[config.mk]
export PLATFORM = sky130hd
export DESIGN_NAME = rt_rst_ctrl
export DESIGN_NICKNAME = d
export VERILOG_FILES = /design/src/rtl/rt_rst_ctrl_pkg.sv /design/src/rtl/rt_rst_ctrl_sync.sv /design/src/rtl/rt_rst_ctrl.sv
export SDC_FILE = /design/constraint.sdc
export NUM_CORES = 1
export LEC_CHECK = 0
export BUFFER_PORTS_ARGS = -buffer_cell sky130_fd_sc_hd__buf_2
export CELL_PAD_IN_SITES_DETAIL_PLACEMENT = 0
export CELL_PAD_IN_SITES_GLOBAL_PLACEMENT = 2
export CORE_ASPECT_RATIO = 1.5
export CORE_UTILIZATION = 42
export CTS_BUF_LIST = sky130_fd_sc_hd__clkbuf_2 sky130_fd_sc_hd__clkbuf_4 sky130_fd_sc_hd__clkbuf_8
export DETAILED_ROUTE_END_ITERATION = 10
export PLACE_DENSITY = 0.89
export REMOVE_ABC_BUFFERS = 1
export SLEW_MARGIN = 5
export SYNTH_ARGS = -nofsm -noshare
export SYNTH_HDL_FRONTEND = slang
export SYNTH_SLANG_ARGS = --single-unit
[constraint.sdc]
create_clock -name clk_i -period 3.6 [get_ports clk_i]
set_input_delay 0.36 -clock clk_i [delete_from_list [all_inputs] [get_ports clk_i]]
set_output_delay 0.36 -clock clk_i [all_outputs]
set_load 0.01 [all_outputs]
[src/rtl/rt_rst_ctrl_pkg.sv]
// Shared types and helpers for the RT-SS reset and clock-enable sequencer.
package rt_rst_ctrl_pkg;

  typedef enum logic [2:0] {
    WAIT_LOCK = 3'd0,
    STABILIZE = 3'd1,
    CLK_EN    = 3'd2,
    REL_SYS   = 3'd3,
    RUN       = 3'd4,
    ASSERT    = 3'd5
  } rst_state_e;

  typedef enum logic [1:0] {
    POR       = 2'd0,
    LOCK_LOSS = 2'd1,
    EXT       = 2'd2,
    SW        = 2'd3
  } rst_cause_e;

  // Width needed to hold the largest terminal count of any phase.
  function automatic int unsigned cnt_width(int unsigned a, int unsigned b, int unsigned c);
    int unsigned m;
    m = a;
    if (b > m) m = b;
    if (c > m) m = c;
    return $clog2(m + 1);
  endfunction

endpackage

[src/rtl/rt_rst_ctrl_sync.sv]
// N-stage synchroniser for asynchronous level inputs, with a selectable reset value.
module rt_sync #(
  parameter int unsigned Stages   = 2,
  parameter logic        ResetVal = 1'b0
) (
  input  logic clk_i,
  input  logic rst_ni,
  input  logic d_i,
  output logic q_o
);

  logic [Stages-1:0] sync_q;
  logic [Stages-1:0] sync_d;

  // Shift the raw input in at the bottom of the chain.
  always_comb begin
    sync_d = {sync_q[Stages-2:0], d_i};
  end

  // Chain of flops; reset forces the safe (asserted) value.
  always_ff @(posedge clk_i or negedge rst_ni) begin
    if (!rst_ni) begin
      sync_q <= {Stages{ResetVal}};
    end else begin
      sync_q <= sync_d;
    end
  end

  assign q_o = sync_q[Stages-1];

endmodule

[src/rtl/rt_rst_ctrl.sv]
// Reset and clock-enable sequencer: qualifies lock and external reset, then
// releases clock enable, system reset and core reset in stages.
module rt_rst_ctrl
  import rt_rst_ctrl_pkg::*;
#(
  parameter int unsigned SyncStages       = 2,
  parameter int unsigned LockStableCycles = 1024,
  parameter int unsigned StageDelay       = 16,
  parameter int unsigned MinAssertCycles  = 32
) (
  input  logic       clk_i,
  input  logic       rst_ni,
  input  logic       pll_locked_i,
  input  logic       ext_rst_ni,
  input  logic       sw_rst_req_i,
  output logic       clk_en_o,
  output logic       rst_sys_no,
  output logic       rst_core_no,
  output logic       rst_done_o,
  output logic [1:0] rst_cause_o
);

  localparam int unsigned CntW = cnt_width(LockStableCycles, StageDelay, MinAssertCycles);
  localparam logic [CntW-1:0] LockLast   = CntW'(LockStableCycles - 1);
  localparam logic [CntW-1:0] StageLast  = CntW'(StageDelay - 1);
  localparam logic [CntW-1:0] AssertLast = CntW'(MinAssertCycles - 1);

  logic lock_s;
  logic ext_s;
  logic fault;

  rst_state_e      state_q, state_d;
  logic [CntW-1:0] cnt_q, cnt_d;
  rst_cause_e      cause_q, cause_d;
  rst_cause_e      fault_cause;
  logic            clk_en_q, clk_en_d;
  logic            rst_sys_q, rst_sys_d;
  logic            rst_core_q, rst_core_d;
  logic            done_q, done_d;

  rt_sync #(.Stages(SyncStages), .ResetVal(1'b0)) u_sync_lock (
    .clk_i  (clk_i),
    .rst_ni (rst_ni),
    .d_i    (pll_locked_i),
    .q_o    (lock_s)
  );

  rt_sync #(.Stages(SyncStages), .ResetVal(1'b0)) u_sync_ext (
    .clk_i  (clk_i),
    .rst_ni (rst_ni),
    .d_i    (ext_rst_ni),
    .q_o    (ext_s)
  );

  assign fault       = !lock_s || !ext_s;
  assign fault_cause = !lock_s ? LOCK_LOSS : EXT;

  // Sequencing state machine: next state, phase counter and latched cause.
  always_comb begin
    state_d = state_q;
    cnt_d   = cnt_q;
    cause_d = cause_q;
    unique case (state_q)
      WAIT_LOCK: begin
        cnt_d = '0;
        if (lock_s && ext_s) state_d = STABILIZE;
      end
      STABILIZE: begin
        if (fault) begin
          state_d = WAIT_LOCK;
          cnt_d   = '0;
        end else if (cnt_q == LockLast) begin
          state_d = CLK_EN;
          cnt_d   = '0;
        end else begin
          cnt_d = cnt_q + 1'b1;
        end
      end
      CLK_EN, REL_SYS: begin
        if (fault) begin
          state_d = ASSERT;
          cause_d = fault_cause;
          cnt_d   = '0;
        end else if (cnt_q == StageLast) begin
          state_d = (state_q == CLK_EN) ? REL_SYS : RUN;
          cnt_d   = '0;
        end else begin
          cnt_d = cnt_q + 1'b1;
        end
      end
      RUN: begin
        cnt_d = '0;
        if (fault) begin
          state_d = ASSERT;
          cause_d = fault_cause;
        end else if (sw_rst_req_i) begin
          state_d = ASSERT;
          cause_d = SW;
        end
      end
      ASSERT: begin
        if (cnt_q == AssertLast) begin
          state_d = WAIT_LOCK;
          cnt_d   = '0;
        end else begin
          cnt_d = cnt_q + 1'b1;
        end
      end
      default: begin
        state_d = WAIT_LOCK;
        cnt_d   = '0;
      end
    endcase
  end

  // Output decode from the next state so outputs change on the entering edge.
  always_comb begin
    clk_en_d   = (state_d == CLK_EN) || (state_d == REL_SYS) ||
                 (state_d == RUN)    || (state_d == ASSERT);
    rst_sys_d  = (state_d == REL_SYS) || (state_d == RUN);
    rst_core_d = (state_d == RUN);
    done_d     = (state_d == RUN);
  end

  // State, counter, cause and registered outputs; power-on holds everything off.
  always_ff @(posedge clk_i or negedge rst_ni) begin
    if (!rst_ni) begin
      state_q    <= WAIT_LOCK;
      cnt_q      <= '0;
      cause_q    <= POR;
      clk_en_q   <= 1'b0;
      rst_sys_q  <= 1'b0;
      rst_core_q <= 1'b0;
      done_q     <= 1'b0;
    end else begin
      state_q    <= state_d;
      cnt_q      <= cnt_d;
      cause_q    <= cause_d;
      clk_en_q   <= clk_en_d;
      rst_sys_q  <= rst_sys_d;
      rst_core_q <= rst_core_d;
      done_q     <= done_d;
    end
  end

  assign clk_en_o    = clk_en_q;
  assign rst_sys_no  = rst_sys_q;
  assign rst_core_no = rst_core_q;
  assign rst_done_o  = done_q;
  assign rst_cause_o = cause_q;

endmodule

==> impl_metrics.toml, run 1 <==
[global_routing]
grt_pass1_wl_um = 3470
grt-ovfl-total = 0
grt_pass1_vias = 781
antenna_found_initial = 0
grt_start_max_net_pins = 24
track_usage_pct = 16.5

[die]
die_x_um = 44.5
core-area_sq_mm = 0.00250
start_util_pct = 45.4
rows = 22
design.die.area_sq_mm = 0.00292
io_pins = 11
die_y_um = 65.7

[finish]
layout_commonest_cell = "dfrtp_1"
diodes = 0
drive_gt1_share_pct = 20.8
syn_to_final_growth_pct = 10.3
layout_common_cells = "dfrtp_1, nor2_1, buf_2, nand3_1, a21oi_1"
utilization_pct = 50.1
fin_nets = 127

[yosys]
yosys_warnings = 0
synth_area_sq_mm = 0.00114
synth_seq_cells = 23
netlist_instances = 108
synth_seq_area_share_pct = 50.6
ys_types = 36
avgSynthCellArea_sq_um = 10.5

[sta]
hold_viol = 0
rsz0062_at_grt = "no"
layout_min_cycle_time_ps = 2390
fin_skew_ps = 3.18
slew_headroom_pct = 52.0
setup_viol = 0
setup_tns_ps = 0
hold_slack_ps = 140
fin_crit_sh_pct = 66.5
worstMarginPinSlew_ps = 713
drv_slew = 0
fmax_ghz = 0.418

[setup_path]
path_max_fanout = 5
arrival_ps = 2610
slowest_delay_ps = 570
cp_top_family = "simple AND/OR/NAND/NOR gates"
crit_type = "reg2reg"
cpMaxStageDelayCell = "or4_4"
worst_setup_path_end_kind = "flip-flop"
path_buf_inv = 0
start_kind = "flip-flop"
cp_cell_sequence = "or4_4, nor4_2, a21oi_1, a2111oi_4, mux2_4"
crit_required_ps = 3810

[hold_path]
hp-class = "in2reg"

[placed_design]
dp_hpwl_um = 1610
io_buffers = 10
globalplace.congestion = 0.782

[clocking]
clkTransAtPathRegs_ps = 120
cts_resized = 0
clock_sink_count = 23
clockBufferDepth = 2
cts-root-buf = "clkbuf_4"
post_cts_buffers = 0
clk_latency_ps = 320
htreeDepth = 1
hold_buffers = 1
numCtsBuffers = 3
cts_tree = "built"

[routing]
drt_pre_antenna_iters = 4
drt_iter0_drc = 13
ant_nets = 0
vias_per_cell = 5.19
drcViolationCount = 0
wirelength_um = 2130
vias = 810
wl_per_cell_um = 13.6

[flow_run]
maxCapViolations = 0

[pwr]
peakVddDrop_mv = 0.230
leakagePower_nw = 0.554
powerDensity_mw_per_mm2 = 324

[status]
status = "completed"
flip-flops by register name, indices dropped and copies added (netlist names):
| register | flops |
|---|---|
| clk_en_o | 1 |
| cnt_q | 11 |
| rst_cause_o | 2 |
| rst_done_o | 1 |
| rst_sys_no | 1 |
| state_q | 3 |
| u_sync_ext.sync_q | 2 |
| u_sync_lock.sync_q | 2 |
Yosys cell counts (all sizes together):
cell type	number	area share [%]
mux2i	1	0.88
nor2	15	5.0
a31oi	1	0.55
a2111oi	1	2.4
and3	5	3.0
mux2	1	1.3
nor3b	1	0.66
and4	1	0.77
o211ai	1	0.66
nand4b	1	0.77
xnor2	5	3.9
o22a	1	0.77
or4	1	0.99
a21oi	7	3.1
nand3	7	3.1
nor2b	4	2.2
nor4	4	4.1
nand2b	2	1.1
a22oi	1	0.66
and2	3	1.8
inv	3	0.99
buf	1	0.66
clkbuf	2	0.66
xor2	3	2.3
a221oi	1	0.77
a311o	1	0.99
dfrtp	23	51
a21bo	1	0.88
or2	1	0.55
ha	1	1.1
o21ai	3	1.3
nand2	5	1.7
layout make-up:
type / count / area (sq um)
Clock inverter: 1 / 5.00
Timing Repair Buffer: 11 / 60.1
Tap cell: 36 / 45.0
Multi-Input combinational cell: 79 / 536
Fill cell: 248 / 1250
Clock buffer: 3 / 22.5
Inverter: 3 / 11.3
Sequential cell: 23 / 576
cells by family after synthesis:
family                     after synthesis  share of synthesized area, %
and+or+nand+nor                         50                          25.5
DFF                                     23                          50.6
AOI/OAI and AO/OA                       18                          12.1
xor gates and xnor gates                 8                          6.16
buffers and inverters                    6                          2.31
muxes                                    2                          2.20
adders and majority gates                1                          1.10
through the flow:
stage	cells	power [mW]	cell area, sq um	setup slack [ps]
after floorplan	105	0.281	1120	1360
after global placement	151	0.291	1220	1280
after detailed placement	151	0.292	1220	1230
after CTS	156	0.414	1250	1210
after global routing	156	0.424	1250	1110
final	156	0.406	1250	1210
path summary, 6_finish.rpt:
check / startpoint / end / slack, ps / depth (start not counted)
setup reg to reg: cnt_q[6]$_DFF_PN0_ / rst_sys_no$_DFF_PN0_ / 1210 / 5
hold / removal: ext_rst_ni / u_sync_ext.sync_q[0]$_DFF_PN0_ / 140 / 1
hold reg to reg: u_sync_lock.sync_q[0]$_DFF_PN0_ / u_sync_lock.sync_q[1]$_DFF_PN0_ / 360 / 0
setup / recovery: cnt_q[6]$_DFF_PN0_ / rst_sys_no$_DFF_PN0_ / 1210 / 5
max in group asynchronous: rst_ni / state_q[2]$_DFF_PN0_ / 2730 / 2
min in group asynchronous: rst_ni / cnt_q[4]$_DFF_PN0_ / 520 / 2
metal layers:
layer,share of wire [%],up-vias,track usage [%]
li1,-,402,-
met1,41,386,18.6
met2,53,15,27.6
met3,2.5,7,3.30
met4,3.2,0,10.2
met5,0,-,0
worst reg2reg max path: cells and delay by family, from the launching register on:
kind,cells,cell delay (ps)
compound gates,2,570
mux,1,330
flops,1,440
simple gates,2,950
power breakdown:
part / switching, mW / internal [mW]
combinational: 0.0129 / 0.00735
clock: 0.0775 / 0.0416
sequential: 0.00477 / 0.262
total: 0.0952 / 0.311
Note: power is estimated with default switching activity, not from simulation.
==> inputs of run 2 (changes only) <==
--- a/config.mk
+++ b/config.mk
@@ -9,10 +9,10 @@
 export CELL_PAD_IN_SITES_DETAIL_PLACEMENT = 0
 export CELL_PAD_IN_SITES_GLOBAL_PLACEMENT = 2
 export CORE_ASPECT_RATIO = 1.5
-export CORE_UTILIZATION = 42
+export CORE_UTILIZATION = 39
 export CTS_BUF_LIST = sky130_fd_sc_hd__clkbuf_2 sky130_fd_sc_hd__clkbuf_4 sky130_fd_sc_hd__clkbuf_8
 export DETAILED_ROUTE_END_ITERATION = 10
-export PLACE_DENSITY = 0.89
+export PLACE_DENSITY = 0.84
 export REMOVE_ABC_BUFFERS = 1
 export SLEW_MARGIN = 5
 export SYNTH_ARGS = -nofsm -noshare
==> constraint.sdc (replaced) <==
create_clock -name clk_i -period 2.5 [get_ports clk_i]
set_input_delay 0.25 -clock clk_i [delete_from_list [all_inputs] [get_ports clk_i]]
set_output_delay 0.25 -clock clk_i [all_outputs]
set_load 0.01 [all_outputs]
==> impl_metrics.toml, run 2 (synthesis gave the netlist of run 1 again) <==
[global_routing]
grt_start_max_net_pins = 24
track_usage_pct = 17.0
grt-ovfl-total = 0
grt_pass1_wl_um = 3720
grt_pass1_vias = 842
antenna_found_initial = 0

[setup_path]
rrSetupSlack_ps = 120
crit_type = "reg2reg"
reg2reg_depth = 5
worst_setup_path_end_kind = "flip-flop"
crit_path_end = "rst_sys_no$_DFF_PN0_"
critPathLaunch = "cnt_q[6]$_DFF_PN0_"
crit_required_ps = 2650
path_max_fanout = 5
r2r_end = "rst_sys_no$_DFF_PN0_"
timing.rr.start = "cnt_q[6]$_DFF_PN0_"
arrival_ps = 2540
start_kind = "flip-flop"

[routing]
wirelength_um = 2190
ant_nets = 0
drcViolationCount = 0
drt_iter0_drc = 20
vias_per_cell = 5.17
vias = 827
drt_pre_antenna_iters = 4
wl_per_cell_um = 13.7

[clocking]
post_cts_buffers = 0
clock_sink_count = 23
clockBufferDepth = 2
htreeDepth = 1
cts-root-buf = "clkbuf_8"
clkTransAtPathRegs_ps = 80
cts_tree = "built"
clk_latency_ps = 260
numCtsBuffers = 3

[die]
core-area_sq_mm = 0.00273
io_pins = 11
start_util_pct = 41.6
rows = 23
die_y_um = 68.1
design.die.area_sq_mm = 0.00314
die_x_um = 46.1

[sta]
fin_crit_sh_pct = 95.4
rsz0062_at_grt = "no"
fmax_ghz = 0.419
fin_skew_ps = 1.53
layout_min_cycle_time_ps = 2380
setup_tns_ps = 0
setup_viol = 0
worstMarginPinSlew_ps = 507
drv_slew = 0
hold_viol = 0
slew_headroom_pct = 65.9

[placed_design]
dp_hpwl_um = 1660
globalplace.congestion = 0.848
io_buffers = 10

[status]
status = "completed"

[finish]
diodes = 0
fin_nets = 130
layout_common_cells = "dfrtp_1, nor2_1, buf_2, nand3_1, a21oi_1"
reg_top3 = "cnt_q (11), state_q (3)"
drive_gt1_share_pct = 22.8
layout_commonest_cell = "dfrtp_1"
largest_register = "cnt_q"
largest_reg_flops = 11
syn_to_final_growth_pct = 14.3
utilization_pct = 47.6

[pwr]
power_mw = 0.651
leakagePower_nw = 0.578
powerDensity_mw_per_mm2 = 501
peakVddDrop_mv = 0.279

[flow_run]
maxCapViolations = 0

[hold_path]
hp-class = "in2reg"
-- run 2: cell type report --
class | count | area [sq um]
Fill cell | 270 | 1430
Sequential cell | 23 | 576
Multi-Input combinational cell | 79 | 536
Timing Repair Buffer | 14 | 82.6
Clock buffer | 4 | 48.8
Tap cell | 37 | 46.3
Inverter | 3 | 11.3
-- run 2: report_power, final --
part	switching, mW	internal [mW]	leakage, nW	total [mW]
clock	0.112	0.125	0.0262	0.236
sequential	0.00670	0.377	0.306	0.384
combinational	0.0191	0.0119	0.246	0.0310
-- run 2: worst min-delay path by stage --
stage,startpoint,to,depth (start not counted)
floorplan,rst_ni,clk_en_o$_DFF_PN0_,0
global placement,rst_ni,rst_cause_o[1]$_DFFE_PN0P_,1
detailed placement,rst_ni,u_sync_lock.sync_q[1]$_DFF_PN0_,1
CTS,pll_locked_i,u_sync_lock.sync_q[0]$_DFF_PN0_,1
global route,pll_locked_i,u_sync_lock.sync_q[0]$_DFF_PN0_,1
finish,pll_locked_i,u_sync_lock.sync_q[0]$_DFF_PN0_,1
-- run 2: metrics by stage --
| step | hold slack (ps) | setup WS [ps] | cell area [sq um] | instances |
|---|---|---|---|---|
| after detailed placement | 251 | 134 | 1240 | 155 |
| after global placement | 244 | 183 | 1240 | 155 |
| after global routing | 79.8 | 45.2 | 1300 | 160 |
| final | 90.8 | 116 | 1300 | 160 |
| after CTS | 88.9 | 113 | 1300 | 160 |
| after floorplan | -45.6 | 261 | 1120 | 105 |
-- run 2: critical path, stage by stage (launching register included) --
cell and delay [ps]:
dfrtp_1 420, or4_4 580, nor4_4 320, mux2i_1 170
a2111oi_4 450, mux2_4 330
-- run 2: what timing repair did --
action / CTS / global route
gates resized for setup: 0 / 0
hold endpoints to repair: 23 / 0
hold buffers: 1 / 0
-- run 2: per-layer routing --
metal | vias to the layer above | track usage, % | share of wire, %
li1 | 407 | - | -
met5 | - | 0 | 0
met1 | 405 | 17.5 | 42
met4 | 0 | 8.82 | 2.3
met3 | 5 | 2.37 | 1.4
met2 | 10 | 31.5 | 54
